`src/rtl/bch_check_fifo.sv`:
```
// Circular buffer holding words in flight between encoder input and decoder output.
// Head entry is read combinationally; a push while full is only taken alongside a pop.
module bch_check_fifo #(
  parameter int unsigned Width = 129,
  parameter int unsigned Depth = 4,
  localparam int unsigned PtrW = $clog2(Depth),
  localparam int unsigned CntW = $clog2(Depth + 1)
) (
  input  logic            clk_i,
  input  logic            srst_ni,
  input  logic            clear_i,
  input  logic            push_i,
  input  logic            pop_i,
  input  logic [Width-1:0] wdata_i,
  output logic            full_o,
  output logic            empty_o,
  output logic [Width-1:0] rdata_o,
  output logic [CntW-1:0] count_o
);

  logic [Width-1:0] mem_q [Depth];
  logic [PtrW-1:0]  wptr_q, rptr_q;
  logic [CntW-1:0]  count_q, count_d;
  logic             do_push, do_pop;

  assign full_o  = (count_q == CntW'(Depth));
  assign empty_o = (count_q == '0);
  assign rdata_o = mem_q[rptr_q];
  assign count_o = count_q;

  assign do_pop  = pop_i & ~empty_o;
  assign do_push = push_i & (~full_o | do_pop);

  always_comb begin
    count_d = count_q;
    if (do_push && !do_pop) begin
      count_d = count_q + CntW'(1);
    end else if (do_pop && !do_push) begin
      count_d = count_q - CntW'(1);
    end
  end

  always_ff @(posedge clk_i) begin
    if (!srst_ni || clear_i) begin
      wptr_q  <= '0;
      rptr_q  <= '0;
      count_q <= '0;
    end else begin
      if (do_push) wptr_q <= wptr_q + PtrW'(1);
      if (do_pop)  rptr_q <= rptr_q + PtrW'(1);
      count_q <= count_d;
    end
  end

  // Storage needs no reset; pointers and count define which entries are live.
  always_ff @(posedge clk_i) begin
    if (do_push) mem_q[wptr_q] <= wdata_i;
  end

endmodule

```
`config.mk`:
```
export PLATFORM = sky130hd
export DESIGN_NAME = bch_check_fifo
export DESIGN_NICKNAME = d
export VERILOG_FILES = /design/src/rtl/bch_check_fifo.sv
export SDC_FILE = /design/constraint.sdc
export NUM_CORES = 1
export LEC_CHECK = 0
export ABC_AREA = 1
export CORE_MARGIN = 2
export CORE_UTILIZATION = 45
export CTS_BUF_LIST = sky130_fd_sc_hd__clkbuf_4 sky130_fd_sc_hd__clkbuf_8 sky130_fd_sc_hd__clkbuf_16
export CTS_CLUSTER_DIAMETER = 80
export DETAILED_ROUTE_END_ITERATION = 8
export PLACE_DENSITY = 0.7
export SYNTH_ARGS = -nofsm -noshare
export SYNTH_HDL_FRONTEND = slang
export SYNTH_SLANG_ARGS = --single-unit
```
`constraint.sdc`:
```
create_clock -name clk_i -period 7.5 [get_ports clk_i]
set_clock_uncertainty 0.05 [all_clocks]
set_input_delay 0.75 -clock clk_i [delete_from_list [all_inputs] [get_ports clk_i]]
set_output_delay 0.75 -clock clk_i [all_outputs]
set_load 0.02 [all_outputs]
```
## Word level (Yosys, flattened, before mapping)

Memory sizes are Yosys's and may differ from the RTL's. A register that Yosys moved wholly into a read port is not among the register bits.
Index checks and enable logic that the tools add are counted.

| storage, ports and cells | value |
|---|---|
| register bits after elaboration | 7 |
| word-level logic and storage cells | 28 |
| input port bits | 134 |
| output and inout port bits | 134 |
| memories | 1 |
| RAM bits | 516 |

Memory list:

| memory | depth | width | rd ports | clocked after Yosys merged registers in | write ports | RTL line | text |
|---|---|---|---|---|---|---|---|
| mem_q | 4 | 129 | 1 | 1 | 1 | 21 | `logic [Width-1:0] mem_q [Depth];` |

| operators by class | value |
|---|---|
| reductions and logical operators | 8 |
| bitwise logic cells | 5 |
| multiplexer cells | 6 |
| eq/ne operators | 1 |
| add/sub/neg operators | 4 |

Operator list:

| kind | count |
|---|---|
| $mux 3 | 2 |
| $add 2x1->2 const B | 2 |
| $mux 2 | 2 |
| $add 3x1->3 const B | 1 |
| $eq 3x3->1 const B | 1 |
| $logic_not 1->1 | 3 |
| $logic_not 3->1 | 1 |
| $sub 3x1->3 const B | 1 |
| $and 1x1->1 | 2 |
| $logic_and 1x1->1 | 2 |
| $mux 1 | 2 |
| $not 1->1 | 2 |
| $reduce_bool 2->1 | 1 |
| $logic_or 1x1->1 | 1 |
| $or 1x1->1 | 1 |

## Longest topological paths before layout

Gate-level depths: netlist (run 1).

| depth | value |
|---|---|
| word-level depth | 9 |
| depth in mapped cells | 13 |

## Worst setup path after synthesis (run 1)

No wires, ideal clock.

| path | value |
|---|---|
| path type | input -> register |
| from | in pop_i |
| to | mem mem_q[0][0] (enable) |
| setup slack | 425 ps |
| cell stages on the path | 4 |
| data arrival time | 6406 ps |
| buffers on the path | 0 |
| path through | inv_1 nand3_1 nand2_1 nor2_1 |

| on the way | value |
|---|---|
| longest elaborated chain between the ends | 5 |

RTL lines:

| item | RTL line | text |
|---|---|---|
| start, declared | 13 | `input logic pop_i,` |
| $and 1x1->1 | 31 | `assign do_pop = pop_i & ~empty_o;` |
| $or 1x1->1 | 32 | `assign do_push = push_i & (~full_o \| do_pop);` |
| $and 1x1->1 | 32 |  |
| $mux 1 | 57 | `if (do_push) mem_q[wptr_q] <= wdata_i;` |
| $mux 1 (implied by the code) | 57 |  |
| end, declared | 21 |  |

No other way between the ends.

==> flow_summary_export.csv, run 1 <==
group,metric,value,unit
synth,yosys-top-cells-count,"516 x edfxtp_1, 269 x nor2_1, 164 x o21ai_0",
power,clkPwrFrac,39.3,%
synth,syn_nets,1461,
synth,async_reset_ff_share,0,%
clock_tree,ctsResizeCount,0,
grt,grt_max_degree,182,
synth,synth_cell_type_count,20,
detailed_routing,wl_per_cell,19.59,µm
floorplanning,initial_utilization,45.60,%
sta,period_needed,4798,ps
clock_tree,cts_setup_buffers,0,
worst_setup_path,cp_max_fo,181,
synth,synthCells,1321,
grt,grt_usage,18.68,%
sta,final-hold-violation-count,0,
synth,netlist_area,19640,µm²
clock_tree,clock-sinks,525,
worst_setup_path,critPathArrivalTime,4000,ps
floorplanning,core_area,43080,µm²
detailed_routing,drt_first_iter_violations,809,
clock_tree,cts.clk_slew.worst_paths,60,ps
worst_setup_path,rrSetupSlack,4540,ps
cells_and_area,area_growth,23.78,%
synth,synth.top_cells.by_area,"edfxtp_1 79%, nor2_1 5.1%, o21ai_0 4.2%",
sta,setup-tns-final,0,ps
grt,grt_pass1_wl,65.04,mm
detailed_routing,drc,0,
floorplanning,fp-row-count,76,
synth,ys_seq_area_share,79.80,%
detailed_routing,dr.pass1.iters,5,
worst_setup_path,critPathKind,"reg -> out",
grt,grt_pass1_vias,11630,
detailed_routing,antenna_left,0,
sta,rsz0062_at_grt,"no",
placement,routabilityCongestion,0.7276,
grt,gr-total-overflow,0,
cells_and_area,final_nets,1708,
power,power,6.453,mW
sta,finalSetupViolCount,0,
clock_tree,ctsHoldBuffers,0,
worst_setup_path,cp.required,6700,ps
placement,portBuffers,267,
synth,avgSynthCellArea,14.87,µm²
clock_tree,cts_buffers,52,
clock_tree,clockRootBuffer,"clkbuf_16",
detailed_routing,vias_per_cell,5.335,
synth,synth_edf_count,516,
synth,ys_ff_latch,525,
detailed_routing,totalWireLength,43.07,mm
clock_tree,cts_tree,"yes",
floorplanning,chipWidth,212.9,µm
power,pwr-share-comb,8.8,%
power,seqPwrFrac,52.0,%
cells_and_area,regArea,15680,µm²
cells_and_area,fillCellCount,3347,
synth,synth.top_cell.area_share,78.88,%
hold_path,hold_path.class,"reg -> reg",
run,drv_cap,0,
power,power_leakage,8.032,nW
power,switching_share,21.52,%
synth,ys_warn_count,0,
synth,ys_dominant_reg_cell,"edfxtp_1",
worst_setup_path,endpoint_kind,"primary output",
cells_and_area,drive_gt1_share,6.095,%
floorplanning,die_h,212.9,µm
clock_tree,htree_levels,2,
placement,dp_hpwl,23.03,mm
sta,period_share,63.97,%
detailed_routing,via_count,11730,
power,powerDensity,265.4,nW/µm²
worst_setup_path,crit_path_start_kind,"register",
sta,slew_headroom,27.02,%
grt,antenna_found_initial,4,
floorplanning,io-pin-count,268,
synth,synth_top_area_cell,"edfxtp_1",
power,switching_power,1.389,mW
clock_tree,clkLatencyLatePin,580,ps
synth,synth_most_common_cell,"edfxtp_1",
sta,finalMaxSlewViolations,0,
run_status,outcome,"finished clean",
power,p_int,5.064,mW
floorplanning,die_area,45340,µm²
sta,fmaxAchievable,0.2084,GHz
power,ir_drop,0.2004,mV
sta,tightest_slew,1095,ps
cells_and_area,multi_input_area,3354,µm²
clock_tree,cts.path.max_buffers,3,
-- routing by layer --
| metal | part of all wire, % | global-route usage (%) |
|---|---|---|
| met4 | 1.8 | 5.619 |
| met2 | 49 | 31.19 |
| met5 | 0.030 | 0 |
| met1 | 41 | 24.07 |
| met3 | 8.1 | 4.883 |
-- power by group through the flow --
stage | sequential [mW] | combinational (mW) | clock (mW)
after global routing | 3.36 | 0.606 | 2.70
after global placement | 3.41 | 0.560 | 0
final | 3.35 | 0.566 | 2.53
after floorplan | 3.42 | 0.273 | 0
after detailed placement | 3.42 | 0.569 | 0
after CTS | 3.35 | 0.572 | 2.59
-- logic make-up after synthesis --
group,Yosys count,share of synthesized area (%)
fa+ha+maj,6,0.4204
simple gates,292,5.624
buf+inv,104,3.280
flops,525,79.80
compound gates,393,10.83
xor+xnor,1,0.04459
-- worst max-delay path, stage by stage (launching register included) --
cell	delay, ps
dfxtp_4	590
inv_8	800
buf_4	780
o21ai_0	160
o22ai_1	180
clkdlybuf4s50_1	630
-- per-stage QoR --
| step | worst slack [ps] | cells | hold slack [ps] | utilization [%] | area, µm² |
|---|---|---|---|---|---|
| finish | 2702 | 2198 | 468.6 | 56.45 | 24320 |
| global route | 2410 | 2194 | 499.0 | 56.43 | 24310 |
| CTS | 2712 | 2193 | 460.2 | 56.42 | 24300 |
| detailed placement | 3353 | 2099 | 435.9 | 52.53 | 22630 |
| global placement | 3433 | 2099 | 426.5 | 52.53 | 22630 |
| floorplan | 424.9 | 1321 | 416.7 | - | 19640 |
-- layout by cell type (no fill, tap or decap), drive strengths merged, types with 6 or more instances in the layout --
cell	count
clkinv	23
clkbuf	64
edfxtp	516
clkdlybuf4s50	267
dfxtp	9
inv	22
o22ai	129
o21ai	258
nand3	6
a21oi	6
nand2	16
buf	10
nor2	269
-- state kept, by name (all words and copies together), names as in the netlist, named ones only --
signal	count
count_o	3
rptr_q	2
wptr_q	2
mem_q	516
-- final cells by class --
cell class                 instances  share of cell area [%]
antenna                            5                 0.05146
clock buffer                      64                   5.794
clock inverter                    30                   1.091
inverter                          20                  0.3602
multi-input combinational        692                   13.80
sequential                       525                   64.50
tap                              585                   3.010
timing repair buffer             277                   11.40
-- final timing paths --
path / start / cells after the start / to
worst max-delay path: register / 5 / rdata_o[125]
worst min-delay path: rptr_q[1] / 2 / register
worst max register to register: count_o[0] / 5 / mem_q[0][87]
worst min register to register: rptr_q[1] / 2 / register
Note: power is estimated with default switching activity, not from simulation.
==> run 2, diff against run 1 <==
clock period = 4.4 ns   (was 7.5 ns; I/O delays follow)
==> flow_summary_export.csv, run 2 (synthesized netlist as in run 1, its figures left out) <==
group,metric,value,unit
clock_tree,htree_levels,2,
worst_setup_path,reg2reg_to,"mem_q[3][108]",
floorplanning,initial_utilization,45.60,%
detailed_routing,wl_per_cell,19.31,µm
hold_path,hold_path_depth,1,
clock_tree,cts_buffers,51,
hold_path,hold_path.class,"in -> reg",
placement,place_inst,2105,
floorplanning,die_h,212.9,µm
grt,grt_usage,18.76,%
power,switching_share,21.85,%
detailed_routing,totalWireLength,42.54,mm
worst_setup_path,critPathKind,"reg -> out",
power,p_int,8.479,mW
cells_and_area,final_cell_mix,"516 x edfxtp_1, 267 x clkdlybuf4s50_1, 265 x nor2_1",
sta,period_share,84.71,%
cells_and_area,area_growth,24.25,%
sta,finalSetupViolCount,0,
grt,grt_max_degree,131,
grt,antenna_found_initial,5,
detailed_routing,vias_per_cell,5.301,
cells_and_area,stdcell_count,2203,
clock_tree,clkLatencyLatePin,580,ps
floorplanning,core_area,43080,µm²
detailed_routing,drt_first_iter_violations,831,
worst_setup_path,r2r-start,"count_o[0]",
placement,dp_hpwl,23.01,mm
detailed_routing,antenna_left,0,
clock_tree,cts_tree,"yes",
power,switching_power,2.371,mW
detailed_routing,via_count,11680,
run,drv_cap,0,
cells_and_area,layout_commonest_cell,"edfxtp_1",
cells_and_area,regMostFlops,"mem_q",
worst_setup_path,rr_worst_depth,5,
clock_tree,clock-sinks,525,
cells_and_area,fillCellCount,3392,
clock_tree,cts.clk_slew.worst_paths,60,ps
worst_setup_path,cp_max_fo,108,
power,powerDensity,444.5,nW/µm²
placement,routabilityCongestion,0.7503,
worst_setup_path,critPathArrivalTime,3240,ps
sta,final-hold-violation-count,0,
power,power,10.85,mW
cells_and_area,drive_gt1_share,6.625,%
sta,period_needed,3727,ps
cells_and_area,final_nets,1713,
grt,grt_pass1_wl,64.87,mm
sta,rsz0062_at_grt,"no",
hold_path,hold_start,"wdata_i[41]",
placement,portBuffers,267,
clock_tree,clockRootBuffer,"clkbuf_16",
power,ir_drop,0.3900,mV
sta,fmaxAchievable,0.2683,GHz
power,clkPwrFrac,38.4,%
detailed_routing,dr.pass1.iters,5,
worst_setup_path,cp.required,3910,ps
floorplanning,fp-row-count,76,
grt,gr-total-overflow,0,
detailed_routing,drc,0,
hold_path,min_to,"mem_q[2][41]",
sta,slew_headroom,42.65,%
worst_setup_path,endpoint_kind,"primary output",
floorplanning,chipWidth,212.9,µm
clock_tree,cts_setup_buffers,0,
grt,grt_pass1_vias,11650,
sta,finalMaxSlewViolations,0,
sta,tightest_slew,860.2,ps
floorplanning,die_area,45340,µm²
cells_and_area,largest_reg_flops,516,
clock_tree,ctsResizeCount,0,
run_status,outcome,"finished clean",
clock_tree,ctsHoldBuffers,0,
power,power_leakage,8.061,nW
worst_setup_path,rrSetupSlack,2070,ps
floorplanning,io-pin-count,268,
power,pwr-share-comb,9.0,%
power,seqPwrFrac,52.6,%
clock_tree,cts.path.max_buffers,3,
worst_setup_path,crit_path_start_kind,"register",
run 2: metal layers:
layer	global-route usage, %	routed length, µm
met1	23.62	17270
met5	0	17
met2	30.90	20640
met4	6.800	1077
met3	5.516	3537
run 2: worst max-delay path by stage:
stage                from           to  cells past startpoint
2_1_floorplan  count_o[0]  mem_q[0][0]                      4
3_3_place_gp     register   rdata_o[8]                      5
3_5_place_dp     register  rdata_o[16]                      5
4_1_cts          register  rdata_o[16]                      5
5_1_grt          register  rdata_o[16]                      5
6_report         register  rdata_o[16]                      5
run 2: layout make-up:
type | count | area [µm²] | share of cell area [%]
Antenna cell | 3 | 7.507 | 0.03076
Clock inverter | 33 | 244.0 | 0.9996
Tap cell | 585 | 732.0 | 2.999
Inverter | 20 | 85.08 | 0.3486
Clock buffer | 62 | 1371 | 5.619
Sequential cell | 525 | 15680 | 64.25
Multi-Input combinational cell | 692 | 3354 | 13.74
Timing Repair Buffer | 283 | 2930 | 12.01
run 2: stage by stage:
| stage | hold WS [ps] | setup WS (ps) | TNS (ps) | area [µm²] | util [%] |
|---|---|---|---|---|---|
| after detailed placement | 440.5 | 1299 | 0 | 22780 | 52.89 |
| after floorplan | 416.7 | -382.1 | -197150 | 19650 | - |
| after global routing | 419.4 | 511.2 | 0 | 24400 | 56.64 |
| after CTS | 386.7 | 644.2 | 0 | 24400 | 56.64 |
| final | 431.0 | 672.7 | 0 | 24410 | 56.66 |
| after global placement | 432.6 | 1406 | 0 | 22780 | 52.89 |
run 2: power groups by stage:
stage	combinational, mW	clock [mW]	sequential (mW)
floorplan	0.466	0	5.82
global placement	0.967	0	5.81
detailed placement	0.983	0	5.82
CTS	0.989	4.26	5.71
global route	1.05	4.44	5.72
finish	0.978	4.16	5.71
run 2: worst max-delay path: stages, from the launching register on:
cell             delay [ps]
dfxtp_4                 510
inv_8                   520
buf_4                   430
o21ai_0                 160
o22ai_1                 200
clkdlybuf4s50_1         650
